**src/rtl/ball_sprite_renderer.sv**
```systemverilog
// Bouncing square ball over a bordered background, fed by hvsync_generator timing.
// RGB, DE and sync leave through a matched two-stage pipeline; the ball moves once per frame at vsync.
//
// state  | meaning
// IDLE   | waiting for the vsync leading edge
// MOVE_X | step ball_x, bounce off the left/right walls
// MOVE_Y | step ball_y, bounce off the top/bottom walls
// DONE   | raise bounce if either axis hit a wall
module ball_sprite_renderer #(
    parameter int          H_ACTIVE     = 640,
    parameter int          V_ACTIVE     = 480,
    parameter int          BALL_SIZE    = 16,
    parameter int          INIT_X       = 128,
    parameter int          INIT_Y       = 96,
    parameter int          SPEED        = 2,
    parameter logic        VS_POL       = 1'b0,
    parameter logic [23:0] BG_COLOR     = 24'h000080,
    parameter logic [23:0] BORDER_COLOR = 24'hFFFFFF,
    parameter logic [23:0] BALL_COLOR   = 24'hFFFF00
) (
    input  logic        clk,
    input  logic        reset_n,
    input  logic        hsync_in,
    input  logic        vsync_in,
    input  logic        display_on,
    input  logic [11:0] hpos,
    input  logic [11:0] vpos,
    input  logic        pause,
    output logic        hsync_out,
    output logic        vsync_out,
    output logic        de_out,
    output logic [23:0] rgb,
    output logic [11:0] ball_x,
    output logic [11:0] ball_y,
    output logic [15:0] frame_cnt,
    output logic        bounce
);

    typedef enum logic [1:0] {IDLE, MOVE_X, MOVE_Y, DONE} state_t;

    localparam logic [12:0] SIZE13  = 13'(BALL_SIZE);
    localparam logic [12:0] SPEED13 = 13'(SPEED);
    localparam logic [12:0] X_MAX13 = 13'(H_ACTIVE - BALL_SIZE);
    localparam logic [12:0] Y_MAX13 = 13'(V_ACTIVE - BALL_SIZE);
    localparam logic [11:0] H_LAST  = 12'(H_ACTIVE - 1);
    localparam logic [11:0] V_LAST  = 12'(V_ACTIVE - 1);

    state_t      state_q, state_d;
    logic        in_ball_q, in_ball_d;
    logic        on_border_q, on_border_d;
    logic        de1_q, hs1_q, vs1_q;
    logic        de2_q, hs2_q, vs2_q;
    logic [23:0] rgb_q, rgb_d;
    logic [11:0] ball_x_q, ball_x_d;
    logic [11:0] ball_y_q, ball_y_d;
    logic        dir_x_q, dir_x_d;
    logic        dir_y_q, dir_y_d;
    logic        hit_x_q, hit_x_d;
    logic        hit_y_q, hit_y_d;
    logic        bounce_q, bounce_d;
    logic [15:0] frame_cnt_q, frame_cnt_d;
    logic        vs_prev_q;
    logic        vs_start;
    logic [12:0] hpos13, vpos13, bx13, by13;
    logic [13:0] step_x, step_y;

    // Returns {hit, new_dir, new_pos}; dir 0 = increasing, 1 = decreasing.
    function automatic logic [13:0] axis_step(input logic [11:0] pos, input logic neg,
                                              input logic [12:0] pos_max);
        logic [12:0] pos13;
        logic [12:0] moved;
        pos13 = {1'b0, pos};
        if (!neg) begin
            moved = pos13 + SPEED13;
            if (moved >= pos_max) axis_step = {1'b1, 1'b1, pos_max[11:0]};
            else                  axis_step = {1'b0, 1'b0, moved[11:0]};
        end else begin
            moved = pos13 - SPEED13;
            if (pos13 <= SPEED13) axis_step = {1'b1, 1'b0, 12'd0};
            else                  axis_step = {1'b0, 1'b1, moved[11:0]};
        end
    endfunction

    assign vs_start = (vsync_in == VS_POL) && (vs_prev_q != VS_POL);

    always_comb begin
        hpos13 = {1'b0, hpos};
        vpos13 = {1'b0, vpos};
        bx13   = {1'b0, ball_x_q};
        by13   = {1'b0, ball_y_q};
        in_ball_d = (hpos13 >= bx13) && (hpos13 < bx13 + SIZE13) &&
                    (vpos13 >= by13) && (vpos13 < by13 + SIZE13);
        on_border_d = (hpos == 12'd0) || (hpos == H_LAST) ||
                      (vpos == 12'd0) || (vpos == V_LAST);
    end

    always_comb begin
        rgb_d = 24'h000000;
        if (de1_q) begin
            if (in_ball_q)        rgb_d = BALL_COLOR;
            else if (on_border_q) rgb_d = BORDER_COLOR;
            else                  rgb_d = BG_COLOR;
        end
    end

    always_ff @(posedge clk or negedge reset_n) begin
        if (!reset_n) state_q <= IDLE;
        else          state_q <= state_d;
    end

    always_comb begin
        state_d = state_q;
        case (state_q)
            IDLE:    if (vs_start) state_d = MOVE_X;
            MOVE_X:  state_d = MOVE_Y;
            MOVE_Y:  state_d = DONE;
            DONE:    state_d = IDLE;
            default: state_d = IDLE;
        endcase
    end

    always_comb begin
        ball_x_d    = ball_x_q;
        ball_y_d    = ball_y_q;
        dir_x_d     = dir_x_q;
        dir_y_d     = dir_y_q;
        hit_x_d     = hit_x_q;
        hit_y_d     = hit_y_q;
        bounce_d    = 1'b0;
        frame_cnt_d = frame_cnt_q;
        step_x      = axis_step(ball_x_q, dir_x_q, X_MAX13);
        step_y      = axis_step(ball_y_q, dir_y_q, Y_MAX13);
        case (state_q)
            IDLE: if (vs_start) frame_cnt_d = frame_cnt_q + 16'd1;
            MOVE_X: if (!pause) begin
                hit_x_d  = step_x[13];
                dir_x_d  = step_x[12];
                ball_x_d = step_x[11:0];
            end
            MOVE_Y: if (!pause) begin
                hit_y_d  = step_y[13];
                dir_y_d  = step_y[12];
                ball_y_d = step_y[11:0];
            end
            DONE: begin
                bounce_d = hit_x_q | hit_y_q;
                hit_x_d  = 1'b0;
                hit_y_d  = 1'b0;
            end
            default: ;
        endcase
    end

    always_ff @(posedge clk or negedge reset_n) begin
        if (!reset_n) begin
            in_ball_q   <= 1'b0;
            on_border_q <= 1'b0;
            de1_q       <= 1'b0;
            hs1_q       <= 1'b0;
            vs1_q       <= 1'b0;
            de2_q       <= 1'b0;
            hs2_q       <= 1'b0;
            vs2_q       <= 1'b0;
            rgb_q       <= 24'h000000;
            ball_x_q    <= 12'(INIT_X);
            ball_y_q    <= 12'(INIT_Y);
            dir_x_q     <= 1'b0;
            dir_y_q     <= 1'b0;
            hit_x_q     <= 1'b0;
            hit_y_q     <= 1'b0;
            bounce_q    <= 1'b0;
            frame_cnt_q <= 16'd0;
            vs_prev_q   <= ~VS_POL;
        end else begin
            in_ball_q   <= in_ball_d;
            on_border_q <= on_border_d;
            de1_q       <= display_on;
            hs1_q       <= hsync_in;
            vs1_q       <= vsync_in;
            de2_q       <= de1_q;
            hs2_q       <= hs1_q;
            vs2_q       <= vs1_q;
            rgb_q       <= rgb_d;
            ball_x_q    <= ball_x_d;
            ball_y_q    <= ball_y_d;
            dir_x_q     <= dir_x_d;
            dir_y_q     <= dir_y_d;
            hit_x_q     <= hit_x_d;
            hit_y_q     <= hit_y_d;
            bounce_q    <= bounce_d;
            frame_cnt_q <= frame_cnt_d;
            vs_prev_q   <= vsync_in;
        end
    end

    assign hsync_out = hs2_q;
    assign vsync_out = vs2_q;
    assign de_out    = de2_q;
    assign rgb       = rgb_q;
    assign ball_x    = ball_x_q;
    assign ball_y    = ball_y_q;
    assign frame_cnt = frame_cnt_q;
    assign bounce    = bounce_q;

endmodule
```
**config.mk**
```make
export PLATFORM = sky130hd
export DESIGN_NAME = ball_sprite_renderer
export DESIGN_NICKNAME = d
export VERILOG_FILES = /design/src/rtl/ball_sprite_renderer.sv
export SDC_FILE = /design/constraint.sdc
export NUM_CORES = 1
export LEC_CHECK = 0
export BUFFER_PORTS_ARGS = -buffer_cell sky130_fd_sc_hd__buf_2
export CORE_MARGIN = 10
export CORE_UTILIZATION = 51
export DETAILED_ROUTE_END_ITERATION = 12
export PLACE_DENSITY = 0.78
export SLEW_MARGIN = 20
export SYNTH_ARGS = -nofsm -noshare
export SYNTH_HDL_FRONTEND = slang
export SYNTH_SLANG_ARGS = --single-unit
```
**constraint.sdc**
```tcl
create_clock -name clk -period 2.52 [get_ports clk]
set_clock_uncertainty 0.15 [all_clocks]
set_input_delay 0 -clock clk [delete_from_list [all_inputs] [get_ports clk]]
set_output_delay 0 -clock clk [all_outputs]
set_load 0.02 [all_outputs]
```
==> results of run 1 <==
==> area by class of cell <==
class                      count  area [um2]
fill                         782        3310
multi-input combinational    413        3080
sequential                    57        1440
timing repair buffer         147         902
tap                          129         161
clock buffer                   9         124
inverter                      32         120
clock inverter                 7         101
==> power by group through the flow <==
stage	combinational [W]	clock, W	sequential (W)
2_1_floorplan	0.00190	0	0.00152
3_3_place_gp	0.00277	0	0.00147
3_5_place_dp	0.00284	0	0.00148
4_1_cts	0.00287	0.00100	0.00146
5_1_grt	0.00333	0.00104	0.00152
6_report	0.00301	0.000984	0.00149
==> sequential cells by signal, indices dropped and copies added, names as in the netlist, 2 cells and up <==
name and flops:
ball_x 11, ball_y 11, frame_cnt 16, rgb 3, state_q 2
==> routing by layer <==
| metal | vias up | global-route usage (%) |
|---|---|---|
| met3 | 25 | 4.17 |
| met4 | 0 | 6.72 |
| met1 | 2184 | 22.8 |
| li1 | 2189 | - |
| met5 | - | 0 |
| met2 | 140 | 34.1 |
==> cell families after synthesis <==
group	synth area share, %
simple gates	20.5
xor+xnor	6.67
buf+inv	8.81
fa+ha+maj	13.9
mux	0.876
flops	29.5
compound gates	19.7
other cells	0.0772
==> worst paths after layout <==
kind	depth (start not counted)	start	endpoint
hold reg to reg	0	vs1_q	vsync_out
setup / recovery	9	ball_y[5]	in_ball_q
setup reg to reg	9	ball_y[5]	in_ball_q
min in group clk	4	vpos[0]	on_border_q
max in group asynchronous	3	reset_n	ball_x[2]
hold / removal	2	reset_n	ball_x[7]
==> critical path: cells and delay by family (launching register included) <==
kind,cells,cell delay (ns)
fa+ha+maj,2,0.35
simple gates,4,0.96
compound gates,2,0.26
flops,1,0.58
xor+xnor,1,0.08
==> Yosys cell counts, types with 3 or more instances <==
library cell / count / share of area (%)
nor2_1: 39 / 3.0
buf_2: 8 / 0.82
ha_1: 54 / 14
nand2b_1: 6 / 0.77
nand3_1: 20 / 2.1
nor2b_1: 5 / 0.64
and3_1: 4 / 0.52
inv_1: 32 / 2.5
dfstp_2: 4 / 2.2
dfrtp_1: 53 / 27
nor3b_1: 4 / 0.62
o21ai_0: 31 / 3.2
o211ai_1: 3 / 0.46
a21o_1: 9 / 1.4
a21oi_1: 19 / 2.0
a211o_1: 6 / 1.1
clkbuf_1: 9 / 0.70
nand3_2: 3 / 0.62
or3_1: 5 / 0.64
xor2_1: 4 / 0.72
and4_1: 5 / 0.90
buf_4: 29 / 4.5
o21a_1: 7 / 1.1
nand4_1: 17 / 2.2
o2111ai_1: 3 / 0.54
xnor2_1: 33 / 6.0
nor4_1: 10 / 1.3
nand2_1: 42 / 3.2
nor3_1: 12 / 1.2
o31ai_1: 8 / 1.2
a31oi_1: 4 / 0.52
==> stage by stage <==
stage	TNS, ns	total power [W]
5_1_grt	-0.0707	0.00589
3_5_place_dp	0	0.00432
4_1_cts	0	0.00533
6_report	0	0.00548
3_3_place_gp	0	0.00424
2_1_floorplan	0	0.00341
==> what timing repair did <==
item | 4_1_cts | 5_1_grt
endpoints found under the hold margin | 32 | 0
setup endpoints to repair | 0 | 16
hold buffers | 10 | 0
resized for setup | 0 | 22
buffers inserted | 0 | 6
==> results.sh, run 1 <==
export IMPL_status="complete, no violations"
export IMPL_syn_cell_area_um2=4860
export IMPL_grt_overflow_total=0
export IMPL_hold_ws_ns=0.0650
export IMPL_switching_power_w=0.00253
export IMPL_core_area_um2=9240
export IMPL_dr_wl_met3_um=777
export IMPL_critPathRequiredTime_ns=2.64
export IMPL_layout_commonest_cell="buf_2"
export IMPL_cts_clk_slew_worst_paths_ns=0.08
export IMPL_globalplace_congestion=0.966
export IMPL_clk_latency_ns=0.34
export IMPL_die_y_um=118
export IMPL_avgSynthCellArea_um2=8.85
export IMPL_synth_yosys_seq_area_share_pct=29.5
export IMPL_synthArstFlopShare_pct=100
export IMPL_hold_path_class="in2async"
export IMPL_finish_instance_area_um2=5930
export IMPL_antenna_found_initial=0
export IMPL_met2_length_um=7140
export IMPL_worstPathArrival_ns=2.58
export IMPL_ys_ff_latch=57
export IMPL_fin_cells=794
export IMPL_clkSinkCount=57
export IMPL_yosys_warnings=0
export IMPL_cp_cell_sequence="ha_4 > nand3_2 > nor2_1 > xnor2_1 > ha_1 > or4_1 > a21oi_2 > a211o_1 > and4_1"
export IMPL_swShare_pct=46.2
export IMPL_max_vdd_ir_drop_uv=503
export IMPL_ant_nets=0
export IMPL_n_antenna_cell=0
export IMPL_routed_wl_um=14000
export IMPL_met1_length_um=5740
export IMPL_io_pins=98
export IMPL_io_buffers=95
export IMPL_areaGrowthSynthToFinish_pct=22.0
export IMPL_internal_power_w=0.00295
export IMPL_setup_violations_final=0
export IMPL_grt_pass1_wl_um=23100
export IMPL_fp_row_count=35
export IMPL_dp_hpwl_um=10800
export IMPL_avgViaCountPerCell=5.72
export IMPL_period_minus_slack_ns=2.45
export IMPL_finalCritPeriodShare_pct=97.3
export IMPL_wl_per_cell_um=17.6
export IMPL_p_comb_share_pct=54.9
export IMPL_highest_layer="met4"
export IMPL_p_per_area_nw_per_um2=925
export IMPL_worst_pin_slew_ns=0.713
export IMPL_crit_path_end_kind="flop"
export IMPL_placed_area_um2=5460
export IMPL_crit_fanout=4
export IMPL_cp_start_kind="flop"
export IMPL_initial_core_util_pct=52.6
export IMPL_syn_instance_count=549
export IMPL_p_leak_nw=2.76
export IMPL_fmax_mhz=408
export IMPL_fin_util_pct=64.1
export IMPL_max_cap_viol_count=0
export IMPL_cpPeakStageDelay_ns=0.58
export IMPL_drive_gt1_share_pct=29.9
export IMPL_grt_usage_pct=19.4
export IMPL_nets=744
export IMPL_r2r_setup_slack_ns=0.07
export IMPL_crit_type="reg2reg"
export IMPL_hold_violations=0
export IMPL_critPathSlowestCell="dfstp_2"
export IMPL_cts_tree="yes"
export IMPL_grt_pass1_vias=4671
export IMPL_finalMaxSlewViolations=0
export IMPL_place_inst=762
export IMPL_firstDrtPassIters=4
export IMPL_slew_limit_headroom_pct=52.3
export IMPL_cts_path_max_buffers=2
export IMPL_drt_drc_violations_left=0
export IMPL_synth_cell_types=78
export IMPL_rsz0062_at_grt="true"
export IMPL_setup_ws_ns=0.0669
export IMPL_dieArea_um2=13800
export IMPL_die_w_um=118
export IMPL_cts_inserted_buffers=9
export IMPL_pwr_share_clk_pct=18.0
export IMPL_synth_top_flop_cell="dfrtp_1"
export IMPL_grt_max_degree=42
export IMPL_root_buffer="clkbuf_8"
export IMPL_htreeDepth=3
export IMPL_layout_common_cells="buf_2, ha_1, dfrtp_1, nand2_1, buf_4"
export IMPL_pre_cts_slack_ns=0.0687
export IMPL_num_vias=4538
export IMPL_p_seq_share_pct=27.1
export IMPL_synth_edf_count=0
export IMPL_drt_iter0_drc=251
Note: power is estimated with default switching activity, not from simulation.
==> run 2, diff against run 1 <==
- CELL_PAD_IN_SITES_DETAIL_PLACEMENT: not set -> 1
- CELL_PAD_IN_SITES_GLOBAL_PLACEMENT: not set -> 1
- CORE_UTILIZATION: 51 -> 38
- PLACE_DENSITY: 0.78 -> not set
- PLACE_DENSITY_LB_ADDON: not set -> 0.1
- SKIP_CTS_REPAIR_TIMING: not set -> 1
==> run 2 against run 1 <==
- cell area rose by 1.9%
- via count is 1.1% higher
- sequential share of layout area decreased by 0.49 points
- clock power grew 22%
- clock-buffer cell count grew 3
- non-clock buffer count is 1 lower
- flip-flop and latch count stayed put
- sequential power hardly changed
- critical endpoint unchanged
- highest routed layer unchanged
- setup slack got worse by 0.0033 ns
- critical path type unchanged
==> results.sh, run 2 (synthesized netlist as in run 1, its figures left out) <==
export IMPL_io_pins=98
export IMPL_root_buffer="clkbuf_16"
export IMPL_layout_common_cells="buf_2, ha_1, dfrtp_1, buf_4, nand2_1"
export IMPL_cts_inserted_buffers=9
export IMPL_swShare_pct=44.6
export IMPL_ant_nets=0
export IMPL_largest_reg_flops=16
export IMPL_avgViaCountPerCell=5.49
export IMPL_clkSinkCount=57
export IMPL_cpPeakStageDelay_ns=0.53
export IMPL_antenna_found_initial=0
export IMPL_drt_iter0_drc=178
export IMPL_num_vias=4588
export IMPL_die_w_um=133
export IMPL_crit_fanout=10
export IMPL_die_y_um=133
export IMPL_p_comb_share_pct=54.4
export IMPL_internal_power_w=0.00324
export IMPL_dieArea_um2=17700
export IMPL_htreeDepth=3
export IMPL_pwr_share_clk_pct=20.5
export IMPL_layout_commonest_cell="buf_2"
export IMPL_cts_clk_slew_worst_paths_ns=0.05
export IMPL_crit_family="simple AND/OR/NAND/NOR gates"
export IMPL_areaGrowthSynthToFinish_pct=24.3
export IMPL_cts_path_max_buffers=2
export IMPL_critPathRequiredTime_ns=2.63
export IMPL_critPathSlowestCell="dfstp_2"
export IMPL_cts_tree="yes"
export IMPL_max_vdd_ir_drop_uv=327
export IMPL_hold_path_class="in2reg"
export IMPL_core_area_um2=12600
export IMPL_fmax_mhz=407
export IMPL_wl_per_cell_um=18.7
export IMPL_grt_pass1_vias=4824
export IMPL_grt_overflow_total=0
export IMPL_initial_core_util_pct=38.6
export IMPL_switching_power_w=0.00261
export IMPL_worstPathArrival_ns=2.56
export IMPL_rsz0062_at_grt="true"
export IMPL_setup_violations_final=0
export IMPL_crit_buf_inv=1
export IMPL_io_buffers=95
export IMPL_finalMaxSlewViolations=0
export IMPL_slew_limit_headroom_pct=54.6
export IMPL_timing_setup_tns_ns=0
export IMPL_routed_wl_um=15600
export IMPL_crit_path_end_kind="flop"
export IMPL_r2r_setup_slack_ns=0.06
export IMPL_p_seq_share_pct=25.1
export IMPL_total_power_w=0.00584
export IMPL_cp_cell_sequence="buf_4 > and3_1 > nand3_1 > xnor2_1 > ha_1 > or4_1 > a21oi_1 > a211o_1 > and4_1"
export IMPL_worst_pin_slew_ns=0.680
export IMPL_grt_usage_pct=17.2
export IMPL_drive_gt1_share_pct=30.6
export IMPL_drt_drc_violations_left=0
export IMPL_p_per_area_nw_per_um2=968
export IMPL_finalCritPeriodShare_pct=97.5
export IMPL_period_minus_slack_ns=2.46
export IMPL_cp_start_kind="flop"
export IMPL_dp_hpwl_um=12300
export IMPL_n_antenna_cell=0
export IMPL_status="complete, no violations"
export IMPL_clk_latency_ns=0.32
export IMPL_max_cap_viol_count=0
export IMPL_nets=743
export IMPL_n_fill_cell=1504
export IMPL_crit_type="reg2reg"
export IMPL_hold_violations=0
export IMPL_globalplace_congestion=0.852
export IMPL_fp_row_count=41
export IMPL_firstDrtPassIters=4
export IMPL_p_leak_nw=2.80
export IMPL_grt_max_degree=33
export IMPL_grt_pass1_wl_um=25300
==> run 2: layout make-up <==
type | count | area, um2 | share of cell area (%)
inverters | 32 | 120 | 1.99
repair buffers | 146 | 883 | 14.6
well taps | 172 | 215 | 3.56
clock buffers | 12 | 246 | 4.08
multi-input cells | 413 | 3090 | 51.2
clock inverters | 4 | 45.0 | 0.746
flip-flops and latches | 57 | 1430 | 23.8
==> run 2: path summary, 6_finish.rpt <==
path | from | endpoint | depth (start not counted)
setup / recovery | ball_y[5] | in_ball_q | 9
hold / removal | vpos[11] | on_border_q | 3
setup reg to reg | ball_y[5] | in_ball_q | 9
hold reg to reg | hs1_q | hsync_out | 0
max in group asynchronous | reset_n | vs_prev_q | 3
min in group asynchronous | reset_n | on_border_q | 2
==> run 2: tightest hold or removal path, delay by kind of cell <==
kind / cells / cell delay [ns]
compound gates: 1 / 0.19
buf+inv: 1 / 0.11
simple gates: 1 / 0.12
==> run 2: per-layer routing <==
| metal | GRT usage, % | share of wire, % | up-vias |
|---|---|---|---|
| met1 | 22.7 | 47 | 2274 |
| li1 | - | - | 2194 |
| met4 | 3.55 | 0.45 | 0 |
| met5 | 0 | 0 | - |
| met3 | 3.79 | 5.5 | 6 |
| met2 | 27.9 | 47 | 114 |
==> run 2: stage by stage <==
stage	utilization (%)	cells	hold slack, ns	area, um2	worst slack [ns]
floorplan	-	550	-0.446	4860	0.0275
global placement	44.2	808	-0.0754	5550	0.0987
detailed placement	44.2	808	-0.0679	5550	-0.0264
CTS	46.5	824	-0.412	5840	-0.0489
global route	48.0	836	0.0537	6040	-0.0813
finish	48.0	836	0.0711	6040	0.0636
==> run 2: power groups by stage <==
stage | clock network (W) | logic, W | registers [W]
after CTS | 0.00123 | 0.00303 | 0.00146
final | 0.00120 | 0.00318 | 0.00147
after floorplan | 0 | 0.00190 | 0.00152
after global routing | 0.00128 | 0.00351 | 0.00151
after global placement | 0 | 0.00293 | 0.00146
after detailed placement | 0 | 0.00300 | 0.00147
